==> config.mk <==
export PLATFORM = sky130hd
export DESIGN_NAME = mips_control_multicycle_fsm
export DESIGN_NICKNAME = d
export VERILOG_FILES = /design/src/rtl/mips_ctrl_pkg.sv /design/src/rtl/mips_ctrl_output_decode.sv /design/src/rtl/mips_control_multicycle_fsm.sv
export SDC_FILE = /design/constraint.sdc
export NUM_CORES = 1
export LEC_CHECK = 0
export CELL_PAD_IN_SITES_DETAIL_PLACEMENT = 2
export CELL_PAD_IN_SITES_GLOBAL_PLACEMENT = 2
export CORE_ASPECT_RATIO = 0.75
export CORE_MARGIN = 1
export CORE_UTILIZATION = 27
export DETAILED_ROUTE_END_ITERATION = 8
export PLACE_DENSITY = 0.77
export SLEW_MARGIN = 20
export SYNTH_ARGS = -nofsm -noshare
export SYNTH_HDL_FRONTEND = slang
export SYNTH_SLANG_ARGS = --single-unit
==> constraint.sdc <==
create_clock -name i_clk -period 2.4 [get_ports i_clk]
set_clock_uncertainty 0.1 [all_clocks]
set_input_delay 0.36 -clock i_clk [delete_from_list [all_inputs] [get_ports i_clk]]
set_output_delay 0.36 -clock i_clk [all_outputs]
set_load 0.005 [all_outputs]
==> src/rtl/mips_ctrl_pkg.sv <==
// Shared encodings for the multicycle MIPS control path.
// Opcodes, FSM states, ALU-op / operand-select codes and the packed control word.
// Pure declarations; no logic.
package mips_ctrl_pkg;

  localparam logic [5:0] OP_RTYPE = 6'b000000;
  localparam logic [5:0] OP_LW    = 6'b100011;
  localparam logic [5:0] OP_SW    = 6'b101011;
  localparam logic [5:0] OP_BEQ   = 6'b000100;
  localparam logic [5:0] OP_BNE   = 6'b000101;
  localparam logic [5:0] OP_J     = 6'b000010;
  localparam logic [5:0] OP_ADDI  = 6'b001000;

  typedef enum logic [3:0] {
    S_FETCH     = 4'd0,
    S_DECODE    = 4'd1,
    S_MEM_ADR   = 4'd2,
    S_MEM_RD    = 4'd3,
    S_MEM_WB    = 4'd4,
    S_MEM_WR    = 4'd5,
    S_R_EXEC    = 4'd6,
    S_R_WB      = 4'd7,
    S_BRANCH    = 4'd8,
    S_JUMP      = 4'd9,
    S_ADDI_EXEC = 4'd10,
    S_ADDI_WB   = 4'd11,
    S_ILLEGAL   = 4'd12
  } state_t;

  localparam logic [1:0] ALU_ADD   = 2'd0;
  localparam logic [1:0] ALU_SUB   = 2'd1;
  localparam logic [1:0] ALU_FUNCT = 2'd2;

  localparam logic [1:0] SRCB_RT      = 2'b00;
  localparam logic [1:0] SRCB_FOUR    = 2'b01;
  localparam logic [1:0] SRCB_IMM     = 2'b10;
  localparam logic [1:0] SRCB_IMM_SH2 = 2'b11;

  localparam logic [1:0] PCSRC_ALU    = 2'b00;
  localparam logic [1:0] PCSRC_ALUOUT = 2'b01;
  localparam logic [1:0] PCSRC_JUMP   = 2'b10;

  typedef struct packed {
    logic       pc_write;
    logic       branch;
    logic       branch_ne;
    logic       iord;
    logic       mem_read;
    logic       mem_write;
    logic       ir_write;
    logic       reg_dst;
    logic       mem_to_reg;
    logic       reg_write;
    logic       alu_src_a;
    logic [1:0] alu_src_b;
    logic [1:0] alu_op;
    logic [1:0] pc_src;
    logic       is_signed;
    logic       illegal_op;
  } ctrl_t;

  localparam int CTRL_W = $bits(ctrl_t);

endpackage

==> src/rtl/mips_ctrl_output_decode.sv <==
// Per-state control word decode for the multicycle MIPS datapath.
// Latency: purely combinational.
// Backpressure: FETCH PC/IR loads are qualified by mem_ready; everything else is state-only.
module mips_ctrl_output_decode
  import mips_ctrl_pkg::*;
#(
  parameter int OPCODE_W = 6
) (
  input  logic [3:0]          state,
  input  logic                mem_ready,
  input  logic [OPCODE_W-1:0] op_code,
  output logic [CTRL_W-1:0]   ctrl_word
);

  localparam logic [OPCODE_W-1:0] C_BNE = OPCODE_W'(OP_BNE);

  ctrl_t c;

  assign ctrl_word = c;

  // Map each state to its datapath controls; anything not set stays 0.
  always_comb begin
    c = '0;
    case (state_t'(state))
      S_FETCH: begin
        c.mem_read  = 1'b1;
        c.alu_src_b = SRCB_FOUR;
        c.alu_op    = ALU_ADD;
        c.pc_write  = mem_ready;
        c.ir_write  = mem_ready;
      end
      S_DECODE: begin
        c.alu_src_b = SRCB_IMM_SH2;
        c.alu_op    = ALU_ADD;
      end
      S_MEM_ADR, S_ADDI_EXEC: begin
        c.alu_src_a = 1'b1;
        c.alu_src_b = SRCB_IMM;
        c.alu_op    = ALU_ADD;
        c.is_signed = 1'b1;
      end
      S_MEM_RD: begin
        c.mem_read = 1'b1;
        c.iord     = 1'b1;
      end
      S_MEM_WB: begin
        c.reg_write  = 1'b1;
        c.mem_to_reg = 1'b1;
      end
      S_MEM_WR: begin
        c.mem_write = 1'b1;
        c.iord      = 1'b1;
      end
      S_R_EXEC: begin
        c.alu_src_a = 1'b1;
        c.alu_src_b = SRCB_RT;
        c.alu_op    = ALU_FUNCT;
      end
      S_R_WB: begin
        c.reg_write = 1'b1;
        c.reg_dst   = 1'b1;
      end
      S_BRANCH: begin
        c.alu_src_a = 1'b1;
        c.alu_src_b = SRCB_RT;
        c.alu_op    = ALU_SUB;
        c.pc_src    = PCSRC_ALUOUT;
        // Only beq/bne reach BRANCH, so anything not bne is beq.
        c.branch_ne = (op_code == C_BNE);
        c.branch    = (op_code != C_BNE);
      end
      S_JUMP: begin
        c.pc_write = 1'b1;
        c.pc_src   = PCSRC_JUMP;
      end
      S_ADDI_WB: begin
        c.reg_write = 1'b1;
      end
      S_ILLEGAL: begin
        c.illegal_op = 1'b1;
      end
      default: ;
    endcase
  end

endmodule

==> src/rtl/mips_control_multicycle_fsm.sv <==
// Multicycle MIPS control FSM with retired-instruction counter.
// Latency: lw 5, sw/R/addi 4, beq/bne/j 3 cycles when memory is ready; controls are combinational from state.
// Backpressure: FETCH, MEM_RD and MEM_WR hold until i_mem_ready.
module mips_control_multicycle_fsm
  import mips_ctrl_pkg::*;
#(
  parameter int OPCODE_W = 6,
  parameter int ALU_OP_W = 2,
  parameter int CNT_W    = 32,
  parameter int EN_ADDI  = 1,
  parameter int EN_BNE   = 1
) (
  input  logic                i_clk,
  input  logic                i_rst_n,
  input  logic [OPCODE_W-1:0] i_op_code,
  input  logic                i_mem_ready,
  output logic                o_pc_write,
  output logic                o_branch,
  output logic                o_branch_ne,
  output logic                o_iord,
  output logic                o_mem_read,
  output logic                o_mem_write,
  output logic                o_ir_write,
  output logic                o_reg_dst,
  output logic                o_mem_to_reg,
  output logic                o_reg_write,
  output logic                o_alu_src_a,
  output logic [1:0]          o_alu_src_b,
  output logic [ALU_OP_W-1:0] o_alu_op,
  output logic [1:0]          o_pc_src,
  output logic                o_is_signed,
  output logic                o_illegal_op,
  output logic [CNT_W-1:0]    o_instr_cnt,
  output logic [3:0]          o_state
);

  localparam logic [OPCODE_W-1:0] C_RTYPE = OPCODE_W'(OP_RTYPE);
  localparam logic [OPCODE_W-1:0] C_LW    = OPCODE_W'(OP_LW);
  localparam logic [OPCODE_W-1:0] C_SW    = OPCODE_W'(OP_SW);
  localparam logic [OPCODE_W-1:0] C_BEQ   = OPCODE_W'(OP_BEQ);
  localparam logic [OPCODE_W-1:0] C_BNE   = OPCODE_W'(OP_BNE);
  localparam logic [OPCODE_W-1:0] C_J     = OPCODE_W'(OP_J);
  localparam logic [OPCODE_W-1:0] C_ADDI  = OPCODE_W'(OP_ADDI);

  state_t           state;
  state_t           state_nxt;
  ctrl_t            ctrl;
  logic             retire;
  logic [CNT_W-1:0] instr_cnt;

  // State register; reset abandons any in-flight instruction.
  always_ff @(posedge i_clk or negedge i_rst_n) begin
    if (!i_rst_n) state <= S_FETCH;
    else          state <= state_nxt;
  end

  // Next-state sequencing and retire detection.
  always_comb begin
    state_nxt = state;
    retire    = 1'b0;
    case (state)
      S_FETCH:  if (i_mem_ready) state_nxt = S_DECODE;
      S_DECODE: begin
        if      (i_op_code == C_RTYPE)                state_nxt = S_R_EXEC;
        else if (i_op_code == C_LW || i_op_code == C_SW) state_nxt = S_MEM_ADR;
        else if (i_op_code == C_BEQ)                  state_nxt = S_BRANCH;
        else if (i_op_code == C_BNE && EN_BNE != 0)   state_nxt = S_BRANCH;
        else if (i_op_code == C_J)                    state_nxt = S_JUMP;
        else if (i_op_code == C_ADDI && EN_ADDI != 0) state_nxt = S_ADDI_EXEC;
        else                                          state_nxt = S_ILLEGAL;
      end
      // IR is stable here, so lw/sw is resolved from the live opcode.
      S_MEM_ADR: state_nxt = (i_op_code == C_LW) ? S_MEM_RD : S_MEM_WR;
      S_MEM_RD:  if (i_mem_ready) state_nxt = S_MEM_WB;
      S_MEM_WR: begin
        if (i_mem_ready) begin
          state_nxt = S_FETCH;
          retire    = 1'b1;
        end
      end
      S_R_EXEC:    state_nxt = S_R_WB;
      S_ADDI_EXEC: state_nxt = S_ADDI_WB;
      S_MEM_WB, S_R_WB, S_BRANCH, S_JUMP, S_ADDI_WB: begin
        state_nxt = S_FETCH;
        retire    = 1'b1;
      end
      default: state_nxt = S_FETCH;
    endcase
  end

  // Retired-instruction counter; illegal opcodes never count, wraps naturally.
  always_ff @(posedge i_clk or negedge i_rst_n) begin
    if (!i_rst_n)    instr_cnt <= '0;
    else if (retire) instr_cnt <= instr_cnt + CNT_W'(1);
  end

  mips_ctrl_output_decode #(
    .OPCODE_W (OPCODE_W)
  ) u_output_decode (
    .state     (state),
    .mem_ready (i_mem_ready),
    .op_code   (i_op_code),
    .ctrl_word (ctrl)
  );

  assign o_pc_write   = ctrl.pc_write;
  assign o_branch     = ctrl.branch;
  assign o_branch_ne  = ctrl.branch_ne;
  assign o_iord       = ctrl.iord;
  assign o_mem_read   = ctrl.mem_read;
  assign o_mem_write  = ctrl.mem_write;
  assign o_ir_write   = ctrl.ir_write;
  assign o_reg_dst    = ctrl.reg_dst;
  assign o_mem_to_reg = ctrl.mem_to_reg;
  assign o_reg_write  = ctrl.reg_write;
  assign o_alu_src_a  = ctrl.alu_src_a;
  assign o_alu_src_b  = ctrl.alu_src_b;
  assign o_alu_op     = ALU_OP_W'(ctrl.alu_op);
  assign o_pc_src     = ctrl.pc_src;
  assign o_is_signed  = ctrl.is_signed;
  assign o_illegal_op = ctrl.illegal_op;
  assign o_instr_cnt  = instr_cnt;
  assign o_state      = state;

endmodule

# After elaboration in Yosys (flattened, before gate mapping)
# Cells that the tools add are included.
# W data, S select, Z words.
# word_totals
regBits	36
wordCells	62
# classes
reduce_logical	10
n_eq_ne	22
add_sub_neg	1
mux	27
# ops
operator	count
$add A32 B1 Y32 const B	1
$pmux W4 S7	1
$eq A4 B4 Y1 const B	5
$mux W4	5
$pmux W4 S5	1
$eq A4 B3 Y1 const B	4
$mux W3	5
$eq A6 B3 Y1 const B	2
$eq A6 B6 Y1 const B	2
$mux W1	11
$eq A4 B2 Y1 const B	2
$eq A6 B2 Y1 const B	1
$eq A6 B4 Y1 const B	1
$logic_not A6 Y1	1
$ne A2 B2 Y1 const B	3
$ne A6 B3 Y1 const B	1
$reduce_or A2 Y1	3
$reduce_or A5 Y1	1
$eq A4 B1 Y1 const B	1
$logic_not A4 Y1	1
$pmux W1 S2	2
$pmux W2 S2	1
$reduce_or A4 Y1	1
$reduce_and A3 Y1	1
3 further kinds	3

# Depth between registers and ports, before layout
# Gate-level depths: netlist of run 1.
# depth
depth_word	8
depth_mapped	6

# Hierarchy
# A second synthesis of run 1 with hierarchy kept.
# hier_totals
cells_unflattened	218
area_unflattened_um2	2123.3
# by_module_without_submodules
mod	instances	seq_area_each_um2	cells_per_inst	area_per_inst_um2
mips_control_multicycle_fsm	1	900.9	179	1891.8
mips_ctrl_output_decode	1	0.0	39	231.5

# Worst setup path before layout of run 1
# No wires, ideal clock.
# synth_timing
path_type	register to register
start	register state[1] (netlist: o_state[1])
end	register instr_cnt[27] (netlist: o_instr_cnt[27])
setup_time_ns	0.080
path_stages_with_launch	7
t_arrival_ns	1.682
path_buffers	1
setup_slack_ns	0.538
required_time_ns	2.220
path_cell_list	dfrtp_1 or4b_1 and4bb_4 and3_4 buf_6 nand4_2 xnor2_1
# synth_between
elab_chain_cells	3
# synth_rtl
item	line_no	text
from (decl)	mips_control_multicycle_fsm.sv:45	state_t state;
from (signal assigned)	mips_control_multicycle_fsm.sv:54	else state <= state_nxt;
$eq A4 B4 Y1 / $eq A4 B3 Y1 (equally long branches)	mips_control_multicycle_fsm.sv:61	case (state)
$reduce_or A5 Y1	mips_control_multicycle_fsm.sv:61	
$pmux W1 S2 (*)	mips_control_multicycle_fsm.sv:61	
to (signal assigned)	mips_control_multicycle_fsm.sv:94	else if (retire) instr_cnt <= instr_cnt + CNT_W'(1);
to (decl)	mips_control_multicycle_fsm.sv:49	logic [CNT_W-1:0] instr_cnt;
# Every way passes the cells marked *; elsewhere a longest branch is shown, timed or not.
# A chain may end at the register's enable or synchronous reset.

# Worst setup path after layout of run 1
# layout_timing
start	register state[1] (netlist: o_state[1])
end	output port o_reg_write
# layout_between
elab_chain_cells	3
# layout_rtl
item	line_no	text
$eq A4 B3 Y1 / $eq A4 B4 Y1 (equally long branches)	mips_ctrl_output_decode.sv:24	case (state_t'(state))
$reduce_or A3 Y1 (no source line) (*)	n/a	
$mux W1 (*)	mips_ctrl_output_decode.sv:24	
to (decl)	mips_control_multicycle_fsm.sv:26	output logic o_reg_write,
# Marks and branches as above.

==> impl_results.md, run 1 <==
- Register area: 903 sq um
- Layout area overhead: 49.2%
- Warnings, synthesis: 0
- FF-to-FF Start: o_state[3]
- Slowest stage cell on the critical path: clkdlybuf4s50_1
- Pins Over Slew Limit: 0
- Worst rel slew slack: 0.461
- Routed wire length: 6.49 mm
- Worst setup margin: 98.7 ps
- Slew @ Worst Pin: 808 ps
- Critical Path Fanout Max: 9
- Final Setup Violations: 0
- Total Routing Usage GR: 0.183
- Worst EP arrival: 1840 ps
- Layout cells sized above 1: 0.150
- Core area: 0.00699 sq mm
- Leak Pwr: 1.29 nW
- CP Capture Type: output port
- M3 GR Usage: 0.0385
- Pwr/cell area: 806 mW/mm^2
- Post-synth ARST share: 1.00
- First-pass GRT wire length: 11.1 mm
- Vias in the first global route: 2055
- Clock buffer depth: 2
- DRT Pass-1 Iters: 4
- Vias post-DR: 1884
- Fin util: 0.426
- Post-synth EDFFs: 0
- Final TNS setup: 0 ps
- Post-Syn Instances: 211
- DR DRC count: 0
- DIE HEIGHT: 76.5 um
- VDD IR max: 0.270 mV
- Crit-path max cell delay: 500 ps
- Cell area after synthesis: 0.00200 sq mm
- Fin nets: 302
- Critical Setup Path Class: reg2out
- Top-Level Pins: 64
- Synth unique cells: 39
- Top Family by Delay on Critical Path: buffers and inverters
- Busiest layer in global routing: met2
- Pre-CTS WS: 5.75 ps
- FILL cells: 768
- TritonCTS buffer count: 5
- Initial antenna violation count: 0
- Top cells by area, synth: dfrtp_1 (45%), xnor2_1 (12%), nor2_1 (3.6%), and3_1 (3.4%), nand3_1 (3.3%)
- Sequential-to-total area share from yosys stat: 0.451
- Average cell area after synthesis: 9.47 sq um
- ANT cells: 0
- FMAX: 0.435 GHz
- IO Port Bufs: 63
- Final hold vios: 0
- Dominant cell type by area after synthesis: dfrtp_1
- Dpl hpwl: 4.82 mm
- Clock-pin slew on the worst setup and hold paths: 70 ps
- WP buf/inv: 2
- Area of the multi-input gates: 0.00106 sq mm
- Crit path cell chain: buf_4, nor3_1, or2_2, clkdlybuf4s50_1
- Per-cell routed wire length: 16.6 um
- Max-cap violations: 0
- Global routing usage on met2: 0.282
- Status: finished clean
- Placer Congestion: 0.798
- Min-delay worst type: in2async
- CTS Sinks: 36
- Main synth FF type: dfrtp_1
- Synth top area share: 0.451
- CTS tree: built
- DIE AREA: 0.00775 sq mm
- Grt total ovfl: 0
- Clk_lat worst skew: 290 ps
- Die width: 101 um
- Met1 GRT Util: 0.260
- Final worst-path cycle share: 0.959
- Detailed Route Iter0 Violations: 34
- H-tree depth: 2
- Starting Density: 0.286
- Vias per Instance: 4.82
- Setup crit start kind: flop
- Pin count of the biggest net entering global routing: 37
- CTS root buf: clkbuf_8
- Crit. Startpoint: o_state[1]
- #FFs+latches synth: 36
- Final ANT Viol Nets: 0
- # rows: 26
- Critical Path RT: 1940 ps
- Min Tclk post-route: 2300 ps
- RSZ-0062 raised after global routing: true
- Net count after synthesis: 221
registers in the layout (all words and copies together) (netlist names):
| signal | count |
|---|---|
| o_state | 4 |
| o_instr_cnt | 32 |
Yosys cell counts (all sizes together) (2+ instances only):
| library cell | count |
|---|---|
| a21oi | 6 |
| o21ai | 5 |
| xnor2 | 27 |
| and3 | 12 |
| nor2b | 2 |
| nor3 | 10 |
| or2 | 3 |
| or3 | 3 |
| and2 | 3 |
| clkbuf | 4 |
| inv | 6 |
| buf | 3 |
| nand2 | 17 |
| dfrtp | 36 |
| nand3 | 16 |
| nand4 | 9 |
| nor2 | 19 |
| xor2 | 6 |
| and4 | 3 |
| nand2b | 7 |
metal layers:
layer,vias up,share of wire
met4,0,0.0071
met1,947,0.49
met3,7,0.035
met5,-,0
li1,890,-
met2,40,0.46
repair_timing:
action                     in CTS  in global routing
buffers inserted                2                  1
setup endpoints to repair       4                  4
pin swaps                       0                  0
gates resized for setup         5                  4
hold buffers                    0                  0
per-stage QoR:
| step | instances | power, mW | hold WS [ps] | area, sq um |
|---|---|---|---|---|
| final | 391 | 2.40 | 60.2 | 2980 |
| after global routing | 391 | 2.58 | 92.2 | 2980 |
| after CTS | 390 | 2.41 | 87.6 | 2960 |
| after detailed placement | 380 | 1.84 | 379 | 2820 |
| after global placement | 380 | 1.80 | 358 | 2820 |
| after floorplan | 211 | 1.22 | -35.6 | 2000 |
path summary, 6_finish.rpt:
path | to | slack, ps | cells past startpoint
setup / recovery | o_reg_write | 100 | 4
setup reg to reg | o_instr_cnt[22] | 290 | 6
hold reg to reg | o_instr_cnt[31] | 380 | 1
hold / removal | o_instr_cnt[7] | 60 | 1
min in group i_clk | o_instr_cnt[31] | 380 | 1
max in group asynchronous | o_state[0] | 1580 | 1
layout make-up:
cell class | instances | area share
Multi-Input combinational cell | 162 | 0.355
Timing Repair Buffer | 81 | 0.256
Clock buffer | 5 | 0.0231
Inverter | 6 | 0.00755
Tap cell | 98 | 0.0411
Clock inverter | 3 | 0.0143
Sequential cell | 36 | 0.303
layout by cell type (no fill, tap or decap), types with 3 or more instances in the layout:
cell             Yosys  layout
a21oi_1              6       6
and2_1               3       3
and3_1              11      11
and4_1               3       3
buf_4                0      18
clkbuf_8             0       5
clkdlybuf4s50_1      0      60
dfrtp_1             36      34
inv_1                6       6
nand2_1             17      17
nand2b_1             7       6
nand3_1             13      13
nand3_2              3       3
nand4_1              7       7
nor2_1              19      18
nor3_1              10       9
o21ai_0              5       5
or2_2                3       3
xnor2_1             27      27
xor2_1               6       6
power by group:
group          leakage [nW]  switching, mW  internal [mW]
Combinational         0.761          0.464          0.604
Clock                0.0541          0.227          0.307
Sequential            0.476          0.122          0.680
cell families (layout without fill, tap and decap cells):
kind of cell	after synthesis	in the layout	share of synthesized area
mux	1	1	0.00564
flops	36	36	0.451
simple gates	108	108	0.305
fa+ha+maj	1	1	0.00626
compound gates	19	19	0.0589
buf+inv	13	95	0.0288
xor+xnor	33	33	0.145
Note: power is estimated with default switching activity, not from simulation.
==> run 2, diff against run 1 <==
- CELL_PAD_IN_SITES_DETAIL_PLACEMENT: 2 -> not set
- CELL_PAD_IN_SITES_GLOBAL_PLACEMENT: 2 -> not set
- CORE_UTILIZATION: 27 -> 46
- PLACE_DENSITY: 0.77 -> 0.78
==> run 2 against run 1 <==
Net effect: via count shrank 4.8%; highest routed layer unchanged; wire length down 29%; largest power group unchanged; largest cell class unchanged; global-route usage rose by 3.8 points; critical path type unchanged.
==> impl_results.md, run 2 (synthesized netlist as in run 1, its figures left out) <==
- Placer Congestion: 0.868
- Detailed Route Iter0 Violations: 140
- Min-delay worst type: in2async
- Vias post-DR: 1793
- DIE AREA: 0.00461 sq mm
- Critical Path RT: 1940 ps
- CTS tree: built
- H-tree depth: 2
- FMAX: 0.438 GHz
- Max-cap violations: 0
- Critical Path Fanout Max: 11
- Placed cells: 334
- Pwr/cell area: 793 mW/mm^2
- Clock-pin slew on the worst setup and hold paths: 70 ps
- Die width: 78.1 um
- Dpl hpwl: 3.46 mm
- ANT cells: 0
- Vias per Instance: 5.23
- Vias in the first global route: 1632
- Fin util: 0.708
- # rows: 20
- Layout area overhead: 45.5%
- IO Port Bufs: 63
- DR DRC count: 0
- Setup crit start kind: flop
- Initial antenna violation count: 0
- Commonest non-fill, non-tap cell in the layout: clkdlybuf4s50_1
- Final ANT Viol Nets: 0
- Starting Density: 0.487
- RSZ-0062 raised after global routing: false
- Pins Over Slew Limit: 0
- DIE HEIGHT: 59.1 um
- Worst rel slew slack: 0.701
- Layout cells sized above 1: 0.146
- Clk_lat worst skew: 290 ps
- Crit path cell chain: nand2b_1, buf_4, nor2_1, clkdlybuf4s50_1
- Commonest cells after routing, fill and taps aside: clkdlybuf4s50_1 (61), dfrtp_1 (33), xnor2_1 (27), nor2_1 (17), nand2_1 (17)
- Max reg flops: 32
- VDD IR max: 0.476 mV
- Per-cell routed wire length: 13.5 um
- Final TNS setup: 0 ps
- Top-Level Pins: 64
- Status: finished clean
- CTS Sinks: 36
- Post-route insts no fill: 343
- Leak Pwr: 1.27 nW
- Min Tclk post-route: 2280 ps
- Total Routing Usage GR: 0.221
- CTS root buf: clkbuf_8
- Slowest stage cell on the critical path: clkdlybuf4s50_1
- TritonCTS buffer count: 5
- Routed wire length: 4.62 mm
- First-pass GRT wire length: 7.78 mm
- Critical Setup Path Class: reg2out
- Worst EP arrival: 1820 ps
- Crit-path max cell delay: 510 ps
- Grt total ovfl: 0
- Final Setup Violations: 0
- CP Capture Type: output port
- Pin count of the biggest net entering global routing: 37
- Final hold vios: 0
- Design Area, Final: 0.00291 sq mm
- DRT Pass-1 Iters: 4
- Final worst-path cycle share: 0.952
- Fin nets: 297
- Placed inst area: 0.00275 sq mm
- Core area: 0.00410 sq mm
- Hold_ws: 378 ps
- Clock buffer depth: 2
- Slew @ Worst Pin: 448 ps
run 2: changes by cell type in the layout (fill, tap and decap cells not counted), sizes merged:
cell           delta
buf               -6
clkdlybuf4s50     +1
run 2: critical path, delay by kind of cell (launching register included):
kind          cells  cell delay (ps)
flops             1              500
buf+inv           2              690
simple gates      2              360
run 2: final cells by class:
class	instances	area (sq um)
flip-flops and latches	36	905
inverters	6	22.5
repair buffers	76	729
well taps	55	68.8
clock inverters	3	42.5
clock buffers	5	68.8
fillers	329	1200
multi-input cells	162	1070
run 2: per-stage QoR:
step | power, mW | worst slack [ps]
after detailed placement | 1.73 | 87.5
after global placement | 1.72 | 129
final | 2.31 | 115
after floorplan | 1.22 | 538
after global routing | 2.46 | 1.55
after CTS | 2.29 | 10.1
run 2: final timing paths:
kind | startpoint | to | slack, ps | cells past startpoint
max in group asynchronous | i_rst_n | o_state[3] | 1470 | 2
min reg2reg | o_instr_cnt[31] | o_instr_cnt[31] | 380 | 1
max reg2reg | o_state[1] | o_instr_cnt[18] | 390 | 5
min in group i_clk | o_instr_cnt[31] | o_instr_cnt[31] | 380 | 1
max | o_state[0] | o_is_signed | 120 | 4
min | i_rst_n | o_instr_cnt[31] | 380 | 2
run 2: where the power goes:
part / total, mW / internal, mW / switching (mW)
combinational: 0.977 / 0.570 / 0.408
clock: 0.523 / 0.307 / 0.216
sequential: 0.806 / 0.682 / 0.123
total: 2.31 / 1.56 / 0.747
run 2: routing by layer:
metal  vias to the layer above  share of wire  global-route usage  wire (um)
met5                         -              0                   0          0
met4                         0          0.017              0.0899         79
met3                        10          0.045              0.0615        210
met2                        49           0.43               0.316       1990
met1                       848           0.51               0.317       2340
li1                        886              -                   -          -
run 2: what timing repair did:
item,4_1_cts,5_1_grt
gates cloned,0,0
buffers inserted,1,0
resized for setup,5,8
endpoints found under the setup margin,5,7
hold buffers,0,0
==> run 3, diff against run 2 <==
- CORE_UTILIZATION: 46 -> 43
- CTS_BUF_LIST: not set -> sky130_fd_sc_hd__clkbuf_8
- PLACE_DENSITY: 0.78 -> 0.76
- clock period: 2.4 -> 2.06 ns (I/O delays scaled with it)
==> run 3 against run 2 <==
Net effect: sequential power grew 14%; via count grew 5.4%; die area grew 6.8%; critical path depth is the same; combinational power grew 44%; highest routed layer unchanged.
==> impl_results.md, run 3 (synthesized netlist as in run 1, its figures left out) <==
- Vias post-DR: 1890
- Commonest non-fill, non-tap cell in the layout: clkdlybuf4s50_1
- Dpl hpwl: 3.58 mm
- Setup crit start kind: flop
- Clock-pin slew on the worst setup and hold paths: 70 ps
- Critical Path RT: 1650 ps
- DRT Pass-1 Iters: 4
- Clk_lat worst skew: 270 ps
- Die width: 80.7 um
- First-pass GRT wire length: 7.98 mm
- Critical Setup Path Class: reg2out
- Starting Density: 0.447
- TritonCTS buffer count: 5
- Max reg flops: 32
- DR DRC count: 0
- FMAX: 0.493 GHz
- Min-delay worst type: in2async
- Status: finished clean
- Worst r2r path cells: 6
- Placer Congestion: 0.856
- H-tree depth: 2
- Worst EP arrival: 1620 ps
- FF-to-FF Start: o_state[3]
- Register area: 905 sq um
- DIE HEIGHT: 61.0 um
- Pwr/cell area: 902 mW/mm^2
- Final worst-path cycle share: 0.985
- Grt total ovfl: 0
- Final hold vios: 0
- R2r setup slk: 60 ps
- RSZ-0062 raised after global routing: true
- CTS tree: built
- CTS Sinks: 36
- Pre-CTS WS: -141 ps
- FILL cells: 339
- Fin util: 0.690
- Core area: 0.00447 sq mm
- Final ANT Viol Nets: 0
- CP Capture Type: output port
- Clock buffer depth: 2
- Vias per Instance: 5.18
- DIE AREA: 0.00493 sq mm
- Initial antenna violation count: 0
- ANT cells: 0
- Critical Path Fanout Max: 5
- IO Port Bufs: 63
- Min Tclk post-route: 2030 ps
- Layout area overhead: 54.3%
- Worst setup margin: 31.4 ps
- Top-Level Pins: 64
- Max-cap violations: 0
- VDD IR max: 0.555 mV
- Vias in the first global route: 1709
- Routed wire length: 5.03 mm
- Area of the multi-input gates: 0.00112 sq mm
- CTS Hold Bufs: 0
- Per-cell routed wire length: 13.8 um
- Commonest cells after routing, fill and taps aside: clkdlybuf4s50_1 (46), dfrtp_1 (33), buf_4 (31), xnor2_1 (27)
- Pins Over Slew Limit: 0
- Layout cells sized above 1: 0.221
- Leak Pwr: 1.49 nW
- Detailed Route Iter0 Violations: 141
- Total Routing Usage GR: 0.216
- Fin nets: 318
- Pin count of the biggest net entering global routing: 37
- Reg2reg end: o_instr_cnt[25]
- Worst rel slew slack: 0.698
- # rows: 21
- Final TNS setup: 0 ps
- Slew @ Worst Pin: 453 ps
- Final Setup Violations: 0
- CTS root buf: clkbuf_8
-- run 3: timing repair --
item | CTS | global route
resized for setup | 23 | 21
gates cloned | 0 | 1
buffers inserted | 4 | 2
pin swaps | 1 | 1
endpoints found under the setup margin | 13 | 28
-- run 3: worst max path at each step --
stage	cells past startpoint	slack, ps	start	endpoint
after global placement	6	-110	i_mem_ready	o_instr_cnt[18]
after detailed placement	5	-140	i_op_code[1]	o_branch_ne
after global routing	4	-20	o_state[3]	o_mem_write
final	4	30	o_state[3]	o_mem_write
after floorplan	6	200	o_state[1]	o_instr_cnt[27]
after CTS	4	-70	o_state[1]	o_pc_write
-- run 3: critical path, stage by stage (launching register included) --
cell and delay (ps):
dfrtp_2 440, buf_4 150, nand2b_4 150, nor2_1 90
clkdlybuf4s50_1 510
-- run 3: final cells by class --
cell class	instances	share of cell area
Multi-Input combinational cell	163	0.362
Sequential cell	36	0.293
Timing Repair Buffer	96	0.289
Tap cell	57	0.0231
Clock buffer	5	0.0223
Inverter	6	0.00731
Clock inverter	2	0.00284
-- run 3: stage by stage --
step           instance area (sq um)  hold WS (ps)  instances  total power, mW
6_report                        3080           363        365             2.78
5_1_grt                         3080           392        365             2.96
4_1_cts                         3010           385        362             2.72
3_5_place_dp                    2870           372        351             2.20
3_3_place_gp                    2870           366        351             2.18
2_1_floorplan                   2000         -86.6        211             1.43
-- run 3: routing by layer --
layer  track usage  vias up  share of wire
met5             0        -              0
met4        0.0459        0         0.0072
met3        0.0356        4          0.030
met2         0.347       35           0.46
met1         0.310      918           0.50
li1              -      933              -
-- run 3: power breakdown --
part | internal [mW] | leakage (nW) | switching (mW)
logic | 0.817 | 0.975 | 0.597
registers | 0.796 | 0.475 | 0.125
clock network | 0.224 | 0.0452 | 0.221
